<file path="src/rtl/rca_acc_pkg.sv">
// Shared types and helpers for the ripple-carry accumulator.
package rca_acc_pkg;

  typedef enum logic [1:0] {
    IDLE  = 2'd0,
    ACCUM = 2'd1,
    DONE  = 2'd2
  } state_t;

  // Counter must hold values 0..COUNT inclusive.
  function automatic int cnt_w(input int count);
    return (count < 1) ? 1 : $clog2(count + 1);
  endfunction

endpackage

</file>
<file path="src/rtl/rca_nbit.sv">
// Combinational N-bit ripple-carry adder built from a chain of full adders.
module rca_nbit #(
  parameter int N = 8
) (
  input  logic [N-1:0] a,
  input  logic [N-1:0] b,
  input  logic         cin,
  output logic [N-1:0] s,
  output logic         cout
);

  logic [N:0] w_c;

  assign w_c[0] = cin;

  for (genvar i = 0; i < N; i++) begin : g_fa
    assign s[i]     = a[i] ^ b[i] ^ w_c[i];
    assign w_c[i+1] = (a[i] & b[i]) | (w_c[i] & (a[i] ^ b[i]));
  end

  assign cout = w_c[N];

endmodule

</file>
<file path="src/rtl/rca_accumulator.sv">
// Sums COUNT operands per burst through an rca_nbit adder; result on a valid/ready port.
// Optional saturation on carry-out is enabled with `define RCA_ACC_SAT_EN.
module rca_accumulator
  import rca_acc_pkg::*;
#(
  parameter int WIDTH = 4,
  parameter int ACC_W = 8,
  parameter int COUNT = 4
) (
  input  logic             clk,
  input  logic             rst_n,
  input  logic             in_valid,
  output logic             in_ready,
  input  logic [WIDTH-1:0] in_data,
  output logic             out_valid,
  input  logic             out_ready,
  output logic [ACC_W-1:0] out_sum,
  output logic             out_ovf
);

  localparam int CW = cnt_w(COUNT);

  state_t           r_state, w_state_nxt;
  logic [ACC_W-1:0] r_acc;
  logic [CW-1:0]    r_cnt;
  logic             r_ovf;

  logic [ACC_W-1:0] w_opnd, w_sum, w_acc_nxt;
  logic             w_cout;
  logic             w_in_xfer, w_out_xfer;
  logic [CW-1:0]    w_cnt_inc;

  assign w_opnd = ACC_W'(in_data);

  rca_nbit #(.N(ACC_W)) u_add (
    .a    (r_acc),
    .b    (w_opnd),
    .cin  (1'b0),
    .s    (w_sum),
    .cout (w_cout)
  );

`ifdef RCA_ACC_SAT_EN
  // Once saturated, any further nonzero operand carries out again, so it sticks.
  assign w_acc_nxt = w_cout ? {ACC_W{1'b1}} : w_sum;
`else
  assign w_acc_nxt = w_sum;
`endif

  assign in_ready   = (r_state != DONE);
  assign out_valid  = (r_state == DONE);
  assign out_sum    = r_acc;
  assign out_ovf    = r_ovf;
  assign w_in_xfer  = in_valid && in_ready;
  assign w_out_xfer = out_valid && out_ready;
  assign w_cnt_inc  = r_cnt + CW'(1);

  always_ff @(posedge clk or negedge rst_n) begin
    if (!rst_n) r_state <= IDLE;
    else        r_state <= w_state_nxt;
  end

  always_comb begin
    w_state_nxt = r_state;
    case (r_state)
      IDLE:    if (w_in_xfer) w_state_nxt = (COUNT == 1) ? DONE : ACCUM;
      ACCUM:   if (w_in_xfer && (w_cnt_inc == CW'(COUNT))) w_state_nxt = DONE;
      DONE:    if (w_out_xfer) w_state_nxt = IDLE;
      default: w_state_nxt = IDLE;
    endcase
  end

  always_ff @(posedge clk or negedge rst_n) begin
    if (!rst_n) begin
      r_acc <= '0;
      r_cnt <= '0;
      r_ovf <= 1'b0;
    end else begin
      case (r_state)
        IDLE: if (w_in_xfer) begin
          r_acc <= w_opnd;
          r_ovf <= 1'b0;
          r_cnt <= CW'(1);
        end
        ACCUM: if (w_in_xfer) begin
          r_acc <= w_acc_nxt;
          r_ovf <= r_ovf | w_cout;
          r_cnt <= w_cnt_inc;
        end
        // out_ovf is left alone so the flag survives until the next burst loads.
        DONE: if (w_out_xfer) begin
          r_acc <= '0;
          r_cnt <= '0;
        end
        default: begin
          r_acc <= '0;
          r_cnt <= '0;
        end
      endcase
    end
  end

endmodule

</file>
<file path="config.mk">
export PLATFORM = sky130hd
export DESIGN_NAME = rca_accumulator
export DESIGN_NICKNAME = d
export VERILOG_FILES = /design/src/rtl/rca_acc_pkg.sv /design/src/rtl/rca_nbit.sv /design/src/rtl/rca_accumulator.sv
export SDC_FILE = /design/constraint.sdc
export NUM_CORES = 1
export LEC_CHECK = 0
export CELL_PAD_IN_SITES_DETAIL_PLACEMENT = 1
export CELL_PAD_IN_SITES_GLOBAL_PLACEMENT = 1
export CORE_MARGIN = 5
export CORE_UTILIZATION = 30
export DETAILED_ROUTE_END_ITERATION = 8
export GPL_TIMING_DRIVEN = 0
export PLACE_DENSITY_LB_ADDON = 0.1
export SYNTH_ARGS = -nofsm -noshare
export SYNTH_HDL_FRONTEND = slang
export SYNTH_SLANG_ARGS = --single-unit
</file>
<file path="constraint.sdc">
create_clock -name clk -period 5.4 [get_ports clk]
set_input_delay 0.54 -clock clk [delete_from_list [all_inputs] [get_ports clk]]
set_output_delay 0.54 -clock clk [all_outputs]
set_load 0.1 [all_outputs]
</file>
* Word level (Yosys, flattened, before mapping)
Cells that the tools add are included.
** Operators by class
- Add/subtract/negate cells :: 1
- Multiply operators :: 0
- Div/mod/pow operators :: 0
- $lt $le $gt $ge :: 0
- Equality and inequality tests :: 8
- Shifts and indexed selects :: 0
- Muxes and demuxes :: 15
- Bitwise operators :: 26
- Reductions and logical operators :: 8
** Operator list (count)
- 8-bit two-way mux :: 3
- 8-bit case mux with 3 select lines :: 1
- 1-bit AND :: 11
- 1-bit XOR :: 11
- 3-bit two-way mux :: 3
- 3-bit case mux with 3 select lines :: 1
- 3-bit AND reduction :: 3
- 2-bit != test (second input constant) :: 4
- 2-bit two-way mux :: 3
- 2-bit case mux with 3 select lines :: 1
- 1-bit OR :: 4
- 3-bit by 1-bit adder with 3-bit output (second input constant) :: 1
- 3-bit equality test (second input constant) :: 1
- 1-bit logical AND :: 3
- 2-bit by 1-bit equality test with 1-bit output (second input constant) :: 1
- 2-bit equality test (second input constant) :: 1
- 2-bit zero test :: 1
- 1-bit two-way mux :: 2
- 2-bit by 1-bit != test with 1-bit output (second input constant) :: 1
- 1-bit case mux with 2 select lines :: 1
- 2-bit nonzero test :: 1
** Storage, ports and cells
- Register bits after elaboration :: 14
- Latch bits :: 0
- RAM bits :: 0
- Memory bits (read-only) :: 0
- Input bits :: 8
- Output and inout port bits :: 11
- Memories kept :: 0

* Depth between registers and ports, before layout
- Depth in word-level cells :: 14
- Depth in mapped cells :: 12
- Mapped depth without buffers :: 12

* Modules after synthesis
From an unflattened synthesis, not the netlist that was laid out.
** Unflattened totals
- Cell total of the unflattened synthesis :: 86
- Area total of the unflattened synthesis :: 1004.7 um^2
** By module, submodules not included
- rca_accumulator :: times used 1, cells an instance 68, area each 807.0 um^2, sequential area each 350.3 um^2
- rca_nbit :: times used 1, cells an instance 18, area each 197.7 um^2, sequential area each 0.0 um^2

* Worst setup path after synthesis
Ideal clock, no wire load.
- Path kind :: reg-to-reg
- From :: reg r_acc[0] (netlist: out_sum[0])
- To :: reg r_acc[7] (netlist: out_sum[7])
- Data arrival time :: 3024 ps
- Data required time :: 5276 ps
- Path slack :: 2252 ps
- Cell stages (with the launch flop) :: 13
- Path buffers :: 0
- Path through :: dfrtp_1 -> ha_1 -> inv_1 -> fa_1 -> fa_1 -> inv_1 -> fa_1 -> ha_1 -> ha_1 -> ha_1 -> ha_1 -> a32oi_1 -> nand2_1
** Between the ends
- Cells in the longest elaborated chain, start to end :: 13
** Ends and longest elaborated chain
- from (decl) :: RTL line rca_accumulator.sv:24 : logic [ACC_W-1:0] r_acc;
- from (signal assigned) :: RTL line rca_accumulator.sv:81 : r_acc <= w_opnd;
- from (signal assigned) :: RTL line rca_accumulator.sv:86 : r_acc <= w_acc_nxt;
- 1-bit AND (2 in series) :: RTL line rca_nbit.sv:18 : assign w_c[i+1] = (a[i] & b[i]) | (w_c[i] & (a[i] ^ b[i]));
- 1-bit OR :: RTL line rca_nbit.sv:18
- 1-bit AND :: RTL line rca_nbit.sv:18
- 1-bit OR :: RTL line rca_nbit.sv:18
- 1-bit AND :: RTL line rca_nbit.sv:18
- 1-bit OR :: RTL line rca_nbit.sv:18
- 1-bit AND (3 in series) :: RTL line rca_nbit.sv:18
- 1-bit XOR :: RTL line rca_nbit.sv:17 : assign s[i] = a[i] ^ b[i] ^ w_c[i];
- 8-bit two-way mux :: RTL line rca_accumulator.sv:85 : ACCUM: if (w_in_xfer) begin
- 8-bit case mux with 3 select lines :: RTL line rca_accumulator.sv:79 : case (r_state)
No other way between the ends. The select of a mux whose other input is x is not followed.
A chain may end at the register's enable or synchronous reset.

* Worst setup path in the final report
- From :: in in_data[0]
- To :: reg r_acc[7] (netlist: out_sum[7])
** Between the ends
- Cells in the longest elaborated chain, start to end :: 13
** Ends and longest elaborated chain
- from (decl) :: RTL line rca_accumulator.sv:14 : input logic [WIDTH-1:0] in_data,
- 1-bit AND (2 in series) :: RTL line rca_nbit.sv:18
- 1-bit OR :: RTL line rca_nbit.sv:18
- 1-bit AND :: RTL line rca_nbit.sv:18
- 1-bit OR :: RTL line rca_nbit.sv:18
- 1-bit AND :: RTL line rca_nbit.sv:18
- 1-bit OR :: RTL line rca_nbit.sv:18
- 1-bit AND (3 in series) :: RTL line rca_nbit.sv:18
- 1-bit XOR :: RTL line rca_nbit.sv:17
- 8-bit two-way mux :: RTL line rca_accumulator.sv:85
- 8-bit case mux with 3 select lines :: RTL line rca_accumulator.sv:79
No other way between the ends. The select of a mux whose other input is x is not followed.

==> key figures <==
Clock network
  – Post-CTS setup buffer count: 0
  – CTS tree: done
  – Clock network latency to the later pin of the worst-skew pair: roughly 280 ps
  – Num CTS Buffers: 3
  – Worst-path clk slew: 90 ps
  – CTS Buffer Depth: 2
  – Clk root buf: clkbuf_4
  – Htree depth: 1
  – # resized after CTS: 0
  – Cts hold-fix bufs: 0
  – Clock net sink count: 14

Route
  – DRC Markers: 0
  – Routed WL: just under 2 mm
  – DR vias: between 600 and 700
  – Drt via density: slightly below 5
  – Antenna Nets Post-Route: 0
  – Drt first pass iters: 4
  – DR WL/cell: 14.10 um
  – First DRT Iteration DRCs: 14

Pwr
  – Logic pwr share: 62.7%
  – Net Sw Power: 0.3466 mW
  – Seq pwr share: 27.7%
  – Switching Share: between 50% and 60%
  – Pwr dens: just under 600 mW/mm^2
  – Clk pwr share: 9.6%
  – Leak Pwr: 0.5393 nW
  – Maximum vdd ir drop: between 0.0003 and 0.0004 V
  – Int Pwr: between 0.2 and 0.3 mW

Worst setup path
  – Critical Path Fanout Max: 2
  – CP Capture Type: flop
  – Worst r2r path cells: 12
  – RR Endpoint: out_sum[7]$_DFFE_PN0P_
  – Nature of the critical path startpoint: input pin
  – CP Class: input pin to flop
  – Flop2flop setup slack: 2800 ps
  – Arr. time, crit path: 3130 ps
  – RR Startpoint: out_sum[0]$_DFFE_PN0P_
  – Worst endpoint required time: 5570 ps

Logic synthesis
  – Area contributors post-synth: dfrtp_1, ha_1, fa_1
  – Mapped Avg Cell Area: 10.07 um^2
  – Yosys warning total: 0
  – Top-area cell type share of the netlist area: 40.94%
  – Synth cell types: 22
  – Post-Syn Nets: 103
  – Cell area after synthesis: 855.8 um^2
  – Ys async rst share: 100.0%
  – Syn Inst Count: 85
  – Top_reg_cell synth: dfrtp_1
  – Post-synth EDFFs: 0
  – Seq/Total Area, Yosys: between 40% and 50%
  – #FFs+latches synth: 14
  – Yosys top cell by area: dfrtp_1

Die
  – Die Width: 63.41 um
  – Core area: 0.002734 mm^2
  – # IOs: 19
  – Die Height: 63.41 um
  – Starting density of the core: 31.30%
  – DIE AREA: 0.004021 mm^2
  – Std-Cell Rows: 19

Finish
  – Antenna Cells: 0
  – Share of cells above drive strength 1: 12.26%
  – Design area: 0.001097 mm^2
  – FF/Latch Area: 350.3 um^2
  – Final nets: 126
  – Fin util: 40.14%
  – Area grow syn2layout: 28.22%
  – Fill cells: around 310
  – Area of the multi-input gates: 431.7 um^2

Timing
  – Max-slew violation count: 0
  – Slew margin rel.: 35.08%
  – Finish-stage setup viols: 0
  – Minimum clock period: roughly 3000 ps
  – Final Skew: 7.796 ps
  – Final hold violation count: 0
  – Share of the cycle needed by the critical path after routing: 54.78%
  – Final setup TNS: 0 ps
  – Fmax: between 0.3 and 0.4 GHz
  – RSZ-0062 raised after global routing: no
  – Final worst slack: 2442 ps
  – Measured slew at the worst slew-check pin: 970.8 ps

Run status
  – Run status: finished, final reports clean

Run
  – MaxCap Viol Count: 0

Global routing
  – Pin count of the biggest net entering global routing: 15
  – Vias in the first global route: 792
  – Final global-route overflow total: 0
  – GR Util All Layers: a little under an eighth
  – Initial antenna violation count: 0
  – First-pass GRT wire length: 3.663 mm

Placement
  – Post-DP HPWL: 1.457 mm
  – Dpl ws: roughly 2100 ps
  – DP Area: approximately 0.0011 mm^2
  – Buffers on Ports: 18
  – GPL Wtd Cong: 0.6612

Hold path
  – Classification of the worst-slack hold path: flop to flop
  – Hold EP: r_cnt[0]$_DFFE_PN0P_
  – Min-delay src: r_cnt[0]$_DFFE_PN0P_
  – Worst hold stages: 1
-- cell usage in the layout, fill, tap and decap left out, types with 2 or more instances in the layout --
cell             netlist  routed
clkdlybuf4s50_1        0      18
dfrtp_1               14      14
nand2_1               13      13
inv_1                  9       9
ha_1                   7       7
nor2_1                 5       5
a32oi_1                5       5
o21ai_2                4       4
o21ai_1                4       4
o21ai_0                4       4
a21oi_1                3       3
fa_1                   3       3
clkbuf_4               0       3
buf_6                  2       2
buf_2                  2       2
mux2i_1                2       2
-- metal layers --
| layer | global-route usage, % | wire, um | up-vias |
|---|---|---|---|
| li1 | - | - | 334 |
| met1 | 14.21 | 934 | 326 |
| met2 | 17.89 | 884 | 13 |
| met3 | 3.020 | 77 | 4 |
| met4 | 5.455 | 36 | 0 |
| met5 | 0 | 0 | - |
-- worst max-delay path, stage by stage --
cell,delay (ps)
clkdlybuf4s50_1,490
ha_1,150
inv_1,50
fa_1,380
fa_1,370
inv_1,80
fa_1,170
ha_1,150
ha_1,150
ha_1,150
ha_1,220
a32oi_1,170
nand2_1,70
-- through the flow --
stage	hold slack (ps)	std cells	power, mW
2_1_floorplan	244.4	85	0.4842
3_3_place_gp	464.8	134	0.5761
3_5_place_dp	477.4	134	0.5844
4_1_cts	494.9	137	0.6463
5_1_grt	545.2	137	0.6868
6_report	495.3	137	0.6353
-- logic make-up (layout without fill, tap and decap cells) --
logic type,after synthesis,in the layout,synth area share [%]
buffers and inverters,14,35,8.626
muxes,2,2,2.339
DFF,14,14,40.94
adders and majority gates,10,10,17.25
and+or+nand+nor,23,23,13.31
AOI/OAI and AO/OA,22,22,17.54
-- sequential cells by signal, indices dropped and copies added (netlist names) --
register  flops
out_ovf       1
out_sum       8
r_cnt         3
r_state       2
-- power by group through the flow --
stage	registers [mW]	clock network, mW	logic (mW)
floorplan	0.340	0	0.145
global placement	0.176	0	0.400
detailed placement	0.179	0	0.405
CTS	0.177	0.0630	0.406
global route	0.184	0.0675	0.435
finish	0.176	0.0607	0.399
-- synth_stat cells, types with 2 or more instances --
library cell,n
dfrtp_1,14
nor2_1,5
nand2_1,13
a21oi_1,3
mux2i_1,2
buf_6,2
o21ai_2,4
ha_1,7
a32oi_1,5
buf_2,2
o21ai_1,4
fa_1,3
inv_1,9
o21ai_0,4
-- area by class of cell --
cell class              count  share of cell area [%]
plain buffers               5                   3.649
clock buffers               3                   2.052
inverters                   9                   3.079
multi-input cells          57                   39.34
flip-flops and latches     14                   31.93
well taps                  31                   3.535
repair buffers             18                   16.42
-- worst max-delay path by stage --
stage	start	end	slack, ps	depth (start not counted)
floorplan	out_sum[0]$_DFFE_PN0P_	out_sum[7]$_DFFE_PN0P_	2250	12
finish	in_data[0]	out_sum[7]$_DFFE_PN0P_	2440	13
detailed placement	in_data[0]	out_sum[7]$_DFFE_PN0P_	2140	13
global placement	in_data[0]	out_sum[7]$_DFFE_PN0P_	2160	13
CTS	in_data[0]	out_sum[7]$_DFFE_PN0P_	2420	13
global route	in_data[0]	out_sum[7]$_DFFE_PN0P_	2280	13
Note: power is estimated with default switching activity, not from simulation.
